## src/rtl/mloopacc.sv

```systemverilog
// Streaming accumulator (wrap / saturate / moving-window / hold) with sticky overflow.
// Define MLOOPACC_SIGNED_EN for two's-complement samples and result; default is unsigned.
module mloopacc #(
  parameter int W_IN  = 10,
  parameter int W_ACC = 16,
  parameter int DEPTH = 8
) (
  input  logic             clk,
  input  logic             rst,
  input  logic             clr,
  input  logic [1:0]       mode,
  input  logic             in_valid,
  output logic             in_ready,
  input  logic [W_IN-1:0]  x,
  output logic [W_ACC-1:0] acc,
  output logic             out_valid,
  output logic             ovf
);

  localparam int PW = (DEPTH > 1) ? $clog2(DEPTH) : 1;

  if (W_ACC < W_IN + $clog2(DEPTH)) begin : g_bad_width
    $error("mloopacc: W_ACC must be >= W_IN + clog2(DEPTH)");
  end
  if (DEPTH < 2 || DEPTH > 64 || (DEPTH & (DEPTH - 1)) != 0) begin : g_bad_depth
    $error("mloopacc: DEPTH must be a power of two in 2..64");
  end

  typedef enum logic [1:0] {
    M_WRAP = 2'b00,
    M_SAT  = 2'b01,
    M_WIN  = 2'b10,
    M_HOLD = 2'b11
  } mode_e;

  function automatic logic [W_ACC-1:0] ext(input logic [W_IN-1:0] v);
`ifdef MLOOPACC_SIGNED_EN
    return {{(W_ACC-W_IN){v[W_IN-1]}}, v};
`else
    return {{(W_ACC-W_IN){1'b0}}, v};
`endif
  endfunction

  logic [1:0]       mode_q, mode_d;
  logic [W_IN-1:0]  xr_q, xr_d;
  logic             pend_q, pend_d;
  logic [W_ACC-1:0] acc_q, acc_d;
  logic             ovf_q, ovf_d;
  logic             ov_q, ov_d;
  logic [PW-1:0]    ptr_q, ptr_d;
  logic [W_IN-1:0]  win_q [DEPTH];
  logic [W_IN-1:0]  win_d [DEPTH];

  logic             mode_chg, clear_s, accept;
  logic [W_ACC-1:0] xe, old_e, win_sum, sat_val;
  logic [W_ACC:0]   sum_w;
  logic             of;

  always_comb begin
    mode_chg = (mode != mode_q);
    clear_s  = clr | mode_chg;
    in_ready = !rst && !clr && (mode != M_HOLD) && !mode_chg;
    accept   = in_valid & in_ready;

    xe      = ext(xr_q);
    old_e   = ext(win_q[ptr_q]);
    win_sum = acc_q + xe - old_e;
`ifdef MLOOPACC_SIGNED_EN
    sum_w   = {acc_q[W_ACC-1], acc_q} + {xe[W_ACC-1], xe};
    of      = sum_w[W_ACC] ^ sum_w[W_ACC-1];
    // Clamp direction follows the true (W_ACC+1)-bit sign of the sum.
    sat_val = sum_w[W_ACC] ? {1'b1, {(W_ACC-1){1'b0}}} : {1'b0, {(W_ACC-1){1'b1}}};
`else
    sum_w   = {1'b0, acc_q} + {1'b0, xe};
    of      = sum_w[W_ACC];
    sat_val = '1;
`endif

    mode_d = mode;
    xr_d   = accept ? x : xr_q;
    pend_d = accept;
    acc_d  = acc_q;
    ovf_d  = ovf_q;
    ov_d   = 1'b0;
    ptr_d  = ptr_q;
    win_d  = win_q;

    if (clear_s) begin
      pend_d = 1'b0;
      acc_d  = '0;
      ovf_d  = 1'b0;
      ptr_d  = '0;
      for (int i = 0; i < DEPTH; i++) win_d[i] = '0;
    end else if (pend_q) begin
      case (mode_e'(mode))
        M_WRAP: begin
          acc_d = sum_w[W_ACC-1:0];
          ovf_d = ovf_q | of;
          ov_d  = 1'b1;
        end
        M_SAT: begin
          acc_d = of ? sat_val : sum_w[W_ACC-1:0];
          ovf_d = ovf_q | of;
          ov_d  = 1'b1;
        end
        M_WIN: begin
          acc_d        = win_sum;
          win_d[ptr_q] = xr_q;
          ptr_d        = ptr_q + PW'(1);
          ov_d         = 1'b1;
        end
        default: ov_d = 1'b0;
      endcase
    end
  end

  always_ff @(posedge clk) begin
    if (rst) begin
      mode_q <= mode;
      xr_q   <= '0;
      pend_q <= 1'b0;
      acc_q  <= '0;
      ovf_q  <= 1'b0;
      ov_q   <= 1'b0;
      ptr_q  <= '0;
      for (int i = 0; i < DEPTH; i++) win_q[i] <= '0;
    end else begin
      mode_q <= mode_d;
      xr_q   <= xr_d;
      pend_q <= pend_d;
      acc_q  <= acc_d;
      ovf_q  <= ovf_d;
      ov_q   <= ov_d;
      ptr_q  <= ptr_d;
      win_q  <= win_d;
    end
  end

  assign acc       = acc_q;
  assign out_valid = ov_q;
  assign ovf       = ovf_q;

endmodule

```

## config.mk

```make
export PLATFORM = sky130hd
export DESIGN_NAME = mloopacc
export DESIGN_NICKNAME = d
export VERILOG_FILES = /design/src/rtl/mloopacc.sv
export SDC_FILE = /design/constraint.sdc
export NUM_CORES = 1
export LEC_CHECK = 0
export CAP_MARGIN = 20
export CORE_MARGIN = 5
export CORE_UTILIZATION = 50
export CTS_CLUSTER_SIZE = 40
export DETAILED_ROUTE_END_ITERATION = 8
export GPL_TIMING_DRIVEN = 1
export PLACE_DENSITY = 0.75
export SKIP_CTS_REPAIR_TIMING = 1
export SLEW_MARGIN = 15
export SYNTH_ARGS = -nofsm -noshare
export SYNTH_HDL_FRONTEND = slang
export SYNTH_SLANG_ARGS = --single-unit
```

## constraint.sdc

```tcl
create_clock -name clk -period 5.6 [get_ports clk]
set_clock_uncertainty 0.2 [all_clocks]
set_input_delay 1.12 -clock clk [delete_from_list [all_inputs] [get_ports clk]]
set_output_delay 1.12 -clock clk [all_outputs]
set_load 0.05 [all_outputs]
```

---- Word level (Yosys, flattened, before mapping) ----
Index checks and enable logic that the tools add are counted.
storage, ports and cells
  bits in registers ....................... 114
  bits of input ports ..................... 16
  output and inout bits ................... 19
  word-level logic and storage cells ...... 55
cells by class
  add/subtract/negate cells ............... 4
  order comparisons ....................... 2
  eq/ne operators ......................... 4
  muxes and demuxes ....................... 9
  bitwise logic cells ..................... 5
  reduce and logical (&&, ||, !) cells .... 16
operator list
  kind                                                                          count
  80-bit bitwise mux                                                            1
  16-bit one-hot mux with 3 select lines                                        1
  10-bit binary-select mux with 3-bit select                                    1
  10-bit demux with 3-bit select                                                1
  10-bit two-way mux                                                            3
  16-bit by 10-bit adder with 17-bit output                                     1
  16-bit by 10-bit adder with 16-bit output                                     1
  16-bit two-way mux                                                            1
  16-bit by 10-bit subtractor with 16-bit output                                1
  2-bit AND reduction                                                           3
  3-bit OR reduction                                                            2
  4-bit >= comparator, second input constant                                    1
  1-bit logical AND                                                             4
  4-bit by 1-bit less-than comparator with 1-bit output, second input constant  1
  3-bit NOT with 4-bit output                                                   1
  2-bit OR reduction                                                            2
  3-bit by 1-bit adder with 3-bit output, second input constant                 1
  1-bit zero test                                                               3
  3-bit nonzero test                                                            1
  2-bit by 1-bit equality test with 1-bit output, second input constant         1
  2-bit equality test, second input constant                                    1
  2-bit zero test                                                               1
  2-bit inequality test                                                         1
  2-bit inequality test, second input constant                                  1
  other kinds (4)                                                               5

---- Logic depth before layout (Yosys ltp) ----
Gate-level depths: netlist of run 1.
  depth after elaboration ................. 6
  depth in mapped cells ................... 16
  gate-level depth less buffers ........... 14

---- Least setup slack after synthesis of run 1 ----
OpenSTA, ideal clock, no wires.
  path kind ............................... flip-flop to flip-flop
  start ................................... reg ptr_q[1]
  end ..................................... reg acc_q[14] (netlist: acc[14])
  setup time .............................. 0.091 ns
  data arrival time ....................... 4.284 ns
  data required time ...................... 5.309 ns
  path slack .............................. 1.025 ns
  stages on the path, launching flop included .. 17
  path buffers ............................ 3
  clock period less this slack ............ 4.575 ns
  cell sequence ........................... dfxtp_1 buf_2 buf_1 clkbuf_1 mux4_2 mux2_2 fa_1 inv_1 fa_1 a21o_1 a21oi_1 o21a_1 o21ai_1 a2111oi_0 o21bai_1 nand4b_1 a311oi_1
on the way
  word-level cells in the longest chain between the ends .. 6
ends and longest elaborated chain
  item                                                   RTL line  source
  start: declaration                                     50        logic [PW-1:0] ptr_q, ptr_d;
  start signal: assignment                               134       ptr_q <= ptr_d;
  3-bit NOT with 4-bit output (implied by the code)      66        old_e = ext(win_q[ptr_q]);
  10-bit binary-select mux with 3-bit select             66
  10-bit two-way mux (implied by the code) (2 in a row)  66
  16-bit by 10-bit subtractor with 16-bit output         67        win_sum = acc_q + xe - old_e;
  16-bit one-hot mux with 3 select lines                 95        case (mode_e'(mode))
  end signal: assignment                                 122       acc_q <= '0;
  end signal: assignment                                 131       acc_q <= acc_d;
  end: declaration                                       47        logic [W_ACC-1:0] acc_q, acc_d;
Every way passes these cells. The select of a mux whose other input is x is not followed.
A chain may end at the register's enable or synchronous reset.

---- Worst setup path after layout of run 1 ----
Ends and elaborated chain as after synthesis.

==> flow_summary.yaml, run 1 <==
run_status:
  outcome: "finished, final reports clean"
synthesis:
  synth_most_common_cell: "dfxtp_1"
  syn-num-nets: 823
  synthArstFlopShare_pct: 0
  synth_xor_area_share_pct: 3.27
  ys_warn_count: 0
  synth_top_flop_cell: "dfxtp_1"
  synthAdderAreaFrac_pct: 10.0
  synth_compound_area_share_pct: 16.7
  ys_seq_elements: 114
  synth_edf_count: 0
  avgSynthCellArea_um2: 8.82
  ys_top_cells_by_area: "dfxtp_1, mux2i_1, ha_1"
  synth_simple_gate_area_share_pct: 14.1
  synthCells: 760
  synthMuxAreaShare_pct: 16.0
  synth_area_um2: 6700
  synth.distinct_cells: 57
  synth_top_area_cell: "dfxtp_1"
  synth_top_family_by_area: "compound AO/OA/AOI/OAI gates"
  ys_top_cells_by_count: "dfxtp_1, nor2_1, nand2_1"
  yosysSeqAreaShare_pct: 34.0
  netlist.area_leader.share_pct: 34.0
floorplan:
  dieArea_um2: 15800
  ioPinCount: 35
  core_um2: 13200
  start_util_pct: 50.8
  die_w_um: 126
  die_h_um: 126
  rows: 42
finish:
  final_cells: 962
  fin_nets: 836
  drive_gt1_share_pct: 11.1
  final_area_um2: 7760
  final_util_pct: 58.8
  area_growth_pct: 15.7
  n_fill_cell: 1105
  antenna_cells: 0
setup_path:
  crit_start: "ptr_q[1]$_SDFFE_PP0P_"
  r2r_end: "acc[14]$_SDFFE_PP0P_"
  cp-endpoint: "acc[14]$_SDFFE_PP0P_"
  worst_setup_path_end_kind: "flip-flop"
  r2r_start: "ptr_q[1]$_SDFFE_PP0P_"
  cp-start-kind: "flip-flop"
  cp_max_fo: 19
  cp.arrival_ps: 4970
  worstPathRequired_ps: 5730
  r2r_slack_ps: 760
  critPathKind: "flip-flop to flip-flop"
  reg2reg_depth: 13
sta:
  finalHoldViolations: 0
  fin_crit_sh_pct: 86.5
  setup_violations: 0
  grt_setup_unrepaired: "false"
  slew-limit-headroom_pct: 29.5
  finalMaxSlewViolations: 0
  fin_crit_ps: 4840
  worstMarginPinSlew_ps: 1060
  fmax_mhz: 207
  tns_ps: 0
clock_network:
  clk_path_buf_depth: 2
  htree_levels: 4
  clk_pin_slew_worst_paths_ps: 60
  cts_root_buf: "clkbuf_16"
  cts_tree: "done"
  cts_sinks: 114
  numCtsBuffers: 17
  clock_latency_ps: 420
power_and_ir_drop:
  power_mw: 2.05
  peakVddDrop_uv: 243
  power_density_nw_per_um2: 264
  p_leak_nw: 2.73
routing:
  ant_nets: 0
  wl_per_cell_um: 17.7
  drtIter0Drc: 386
  viasPerCell: 5.79
  firstDrtPassIters: 5
  wl_um: 17000
  drc: 0
  vias: 5571
global_routing:
  grt_start_max_net_pins: 103
  gr-total-overflow: 0
  grt_antenna_before_repair: 0
  grt_pass1_wl_um: 28500
  track_usage_pct: 22.2
  grt_pass1_vias: 5627
placed_design:
  io_buffers: 34
  gp_congestion: 0.910
  placedCellCount: 930
  placed_cell_area_um2: 7150
  dp_hpwl_um: 11900
run:
  cap_violations: 0
min_path:
  hp-class: "flip-flop to flip-flop"
## worst max-delay path, cell delays in order, from the launching register on
cell and delay, ps:
dfxtp_1 970, mux4_2 590, mux2_2 280, fa_1 470, inv_1 70, fa_1 460
a21o_1 190, a21oi_1 260, o21a_1 190, o21ai_1 100, a2111oi_0 400, o21bai_1 190
nand4b_1 110, a311oi_1 240
## area by class of cell
cell class	count	area, um2	area share (%)
clock inverters	15	183	2.35
flip-flops and latches	114	2280	29.4
multi-input cells	544	4050	52.1
inverters	54	203	2.61
clock buffers	17	425	5.48
repair buffers	42	400	5.16
well taps	176	220	2.84
## state kept, by name, summed over array words and instances (netlist names)
| register | flops |
|---|---|
| xr_q | 10 |
| ptr_q | 3 |
| ovf | 1 |
| mode_q | 2 |
| acc | 16 |
| pend_q | 1 |
| win_q | 80 |
| out_valid | 1 |
## how the worst min path moves through the flow
stage,startpoint,end,slack (ps),cells after the start
after detailed placement,win_q[21]$_SDFFE_PP0P_,win_q[21]$_SDFFE_PP0P_,250,2
after CTS,win_q[21]$_SDFFE_PP0P_,win_q[21]$_SDFFE_PP0P_,260,2
after global placement,win_q[21]$_SDFFE_PP0P_,win_q[21]$_SDFFE_PP0P_,240,2
after floorplan,win_q[29]$_SDFFE_PP0P_,win_q[29]$_SDFFE_PP0P_,230,2
final,win_q[21]$_SDFFE_PP0P_,win_q[21]$_SDFFE_PP0P_,250,2
after global routing,win_q[50]$_SDFFE_PP0P_,win_q[50]$_SDFFE_PP0P_,280,2
## logic make-up (layout without fill, tap and decap cells)
family,count (synthesis),after routing
AO/OA/AOI/OAI,168,168
XOR/XNOR,25,25
adder cells (fa/ha/maj),47,47
buffers and inverters,102,128
flip-flops,114,114
multiplexers,81,81
AND/OR/NAND/NOR,223,223
## layout by cell type, fill, tap and decap left out, drive strengths merged, types with 16 or more instances in the layout
cell | Yosys | final
a21oi | 77 | 77
clkbuf | 35 | 17
clkdlybuf4s50 | 0 | 34
dfxtp | 114 | 114
ha | 36 | 36
inv | 54 | 58
mux2i | 50 | 50
mux4 | 20 | 20
nand2 | 83 | 83
nor2 | 97 | 97
o21ai | 18 | 18
xnor2 | 16 | 16
## layer usage
layer | part of all wire (%) | routed length, um | vias up | global-route usage [%]
li1 | - | - | 2666 | -
met1 | 43 | 7250 | 2641 | 28.2
met2 | 47 | 8050 | 209 | 35.9
met3 | 6.3 | 1070 | 55 | 4.74
met4 | 3.9 | 669 | 0 | 11.2
met5 | 0 | 0 | - | 0
## stage by stage
| step | worst slack [ps] | hold WS, ps |
|---|---|---|
| 2_1_floorplan | 1020 | 233 |
| 3_3_place_gp | 848 | 239 |
| 3_5_place_dp | 802 | 248 |
| 4_1_cts | 773 | 255 |
| 5_1_grt | 337 | 276 |
| 6_report | 758 | 253 |
## where the power goes
group / internal, mW / switching (mW) / total (mW) / leakage (nW)
sequential: 0.813 / 0.00448 / 0.818 / 0.919
combinational: 0.0474 / 0.0667 / 0.114 / 1.52
clock: 0.703 / 0.415 / 1.12 / 0.287
(Power assumes the default switching activity.)
==> run 2: changes to the inputs <==
- CORE_UTILIZATION: 50 -> 55
- DONT_BUFFER_PORTS: not set -> 1
- PLACE_DENSITY: 0.75 -> 0.77
==> flow_summary.yaml, run 2 (synthesized netlist as in run 1, its figures left out) <==
sta:
  finalHoldViolations: 0
  tns_ps: 0
  fin_crit_sh_pct: 87.8
  setup_violations: 0
  grt_setup_unrepaired: "false"
  holdWs_ps: 255
  worstMarginPinSlew_ps: 1110
  fmax_mhz: 203
  fin_crit_ps: 4920
  slew-limit-headroom_pct: 26.1
  finalMaxSlewViolations: 0
finish:
  final_util_pct: 62.3
  final_cell_mix: "dfxtp_1, nor2_1, nand2_1, a21oi_1, inv_1"
  final_area_um2: 7460
  fin_nets: 801
  drive_gt1_share_pct: 11.3
  top_register: "win_q"
  antenna_cells: 0
  area_growth_pct: 11.2
  layout_commonest_cell: "dfxtp_1"
  largest_reg_flops: 80
power_and_ir_drop:
  peakVddDrop_uv: 320
  power_density_nw_per_um2: 292
  power_mw: 2.17
  p_leak_nw: 2.65
floorplan:
  start_util_pct: 56.0
  die_h_um: 120
  ioPinCount: 35
  rows: 40
  die_w_um: 120
  core_um2: 12000
  dieArea_um2: 14500
setup_path:
  crit_slowest_cell: "dfxtp_1"
  cp_max_fo: 20
  crit_start: "ptr_q[0]$_SDFFE_PP0P_"
  cp.depth: 14
  critPathMaxStageDelay_ps: 970
  cp-start-kind: "flip-flop"
  worstPathBufferInverterCount: 2
  r2r_slack_ps: 680
  crit_family: "compound AO/OA/AOI/OAI gates"
  reg2reg_depth: 14
  cp.arrival_ps: 5040
  critPathKind: "flip-flop to flip-flop"
  r2r_start: "ptr_q[0]$_SDFFE_PP0P_"
  r2r_end: "acc[14]$_SDFFE_PP0P_"
  cp-endpoint: "acc[14]$_SDFFE_PP0P_"
  crit_chain: "buf_4 -> mux4_2 -> mux2_2 -> fa_1 -> inv_1 -> ha_1 -> a21o_1 -> a21oi_1 -> nor2b_1 -> o21ai_1 -> a2111oi_0 -> o21bai_1 -> nand4b_1 -> a311oi_1"
  worst_setup_path_end_kind: "flip-flop"
  worstPathRequired_ps: 5720
routing:
  ant_nets: 0
  wl_um: 17600
  vias: 5501
  wl_per_cell_um: 19.6
  viasPerCell: 6.14
  drtIter0Drc: 380
  firstDrtPassIters: 5
  drc: 0
min_path:
  hp-class: "flip-flop to flip-flop"
clock_network:
  htree_levels: 4
  clk_path_buf_depth: 2
  cts_root_buf: "clkbuf_16"
  cts_sinks: 114
  clk_pin_slew_worst_paths_ps: 50
  clock_latency_ps: 420
  cts_tree: "done"
  numCtsBuffers: 17
global_routing:
  grt_pass1_wl_um: 28200
  grt_start_max_net_pins: 104
  gr-total-overflow: 0
  grt_pass1_vias: 5400
  track_usage_pct: 25.1
  grt_antenna_before_repair: 0
placed_design:
  dp_hpwl_um: 12500
  io_buffers: 0
  placed_cell_area_um2: 6770
  gp_congestion: 0.950
run:
  cap_violations: 0
run_status:
  outcome: "finished, final reports clean"
[run 2: area by class of cell]
cell class              count  area, um2
clock buffers              21        480
flip-flops and latches    114       2280
inverters                  54        203
well taps                 147        184
fillers                   988       4500
clock inverters             9        201
repair buffers              7       56.3
multi-input cells         544       4050
[run 2: worst min path at each step]
stage                                 from  slack (ps)  cells past startpoint                      to
finish              win_q[28]$_SDFFE_PP0P_         250                      2  win_q[28]$_SDFFE_PP0P_
global route        win_q[53]$_SDFFE_PP0P_         280                      2  win_q[53]$_SDFFE_PP0P_
CTS                 win_q[28]$_SDFFE_PP0P_         260                      2  win_q[28]$_SDFFE_PP0P_
detailed placement  win_q[28]$_SDFFE_PP0P_         250                      2  win_q[28]$_SDFFE_PP0P_
global placement    win_q[53]$_SDFFE_PP0P_         240                      2  win_q[53]$_SDFFE_PP0P_
floorplan           win_q[29]$_SDFFE_PP0P_         230                      2  win_q[29]$_SDFFE_PP0P_
[run 2: per-layer routing]
metal | part of all wire (%) | global-route usage, % | up-vias
met5 | 0 | 0 | -
li1 | - | - | 2587
met4 | 3.7 | 12.4 | 0
met2 | 48 | 41.1 | 203
met3 | 6.6 | 6.74 | 52
met1 | 42 | 30.5 | 2659
[run 2: tightest hold or removal path: stages, from the launching register on]
cell,delay [ps]
dfxtp_1,310
nand2_1,50
a21oi_1,50
[run 2: per-stage QoR]
| step | setup WS [ps] | instances |
|---|---|---|
| 2_1_floorplan | 1020 | 760 |
| 3_3_place_gp | 883 | 865 |
| 3_5_place_dp | 739 | 866 |
| 4_1_cts | 706 | 896 |
| 5_1_grt | 311 | 896 |
| 6_report | 683 | 896 |
[run 2: power by group]
group | switching [mW] | total (mW) | internal (mW) | leakage (nW)
registers | 0.00519 | 0.819 | 0.814 | 0.919
logic | 0.0635 | 0.101 | 0.0377 | 1.40
clock network | 0.378 | 1.25 | 0.876 | 0.331
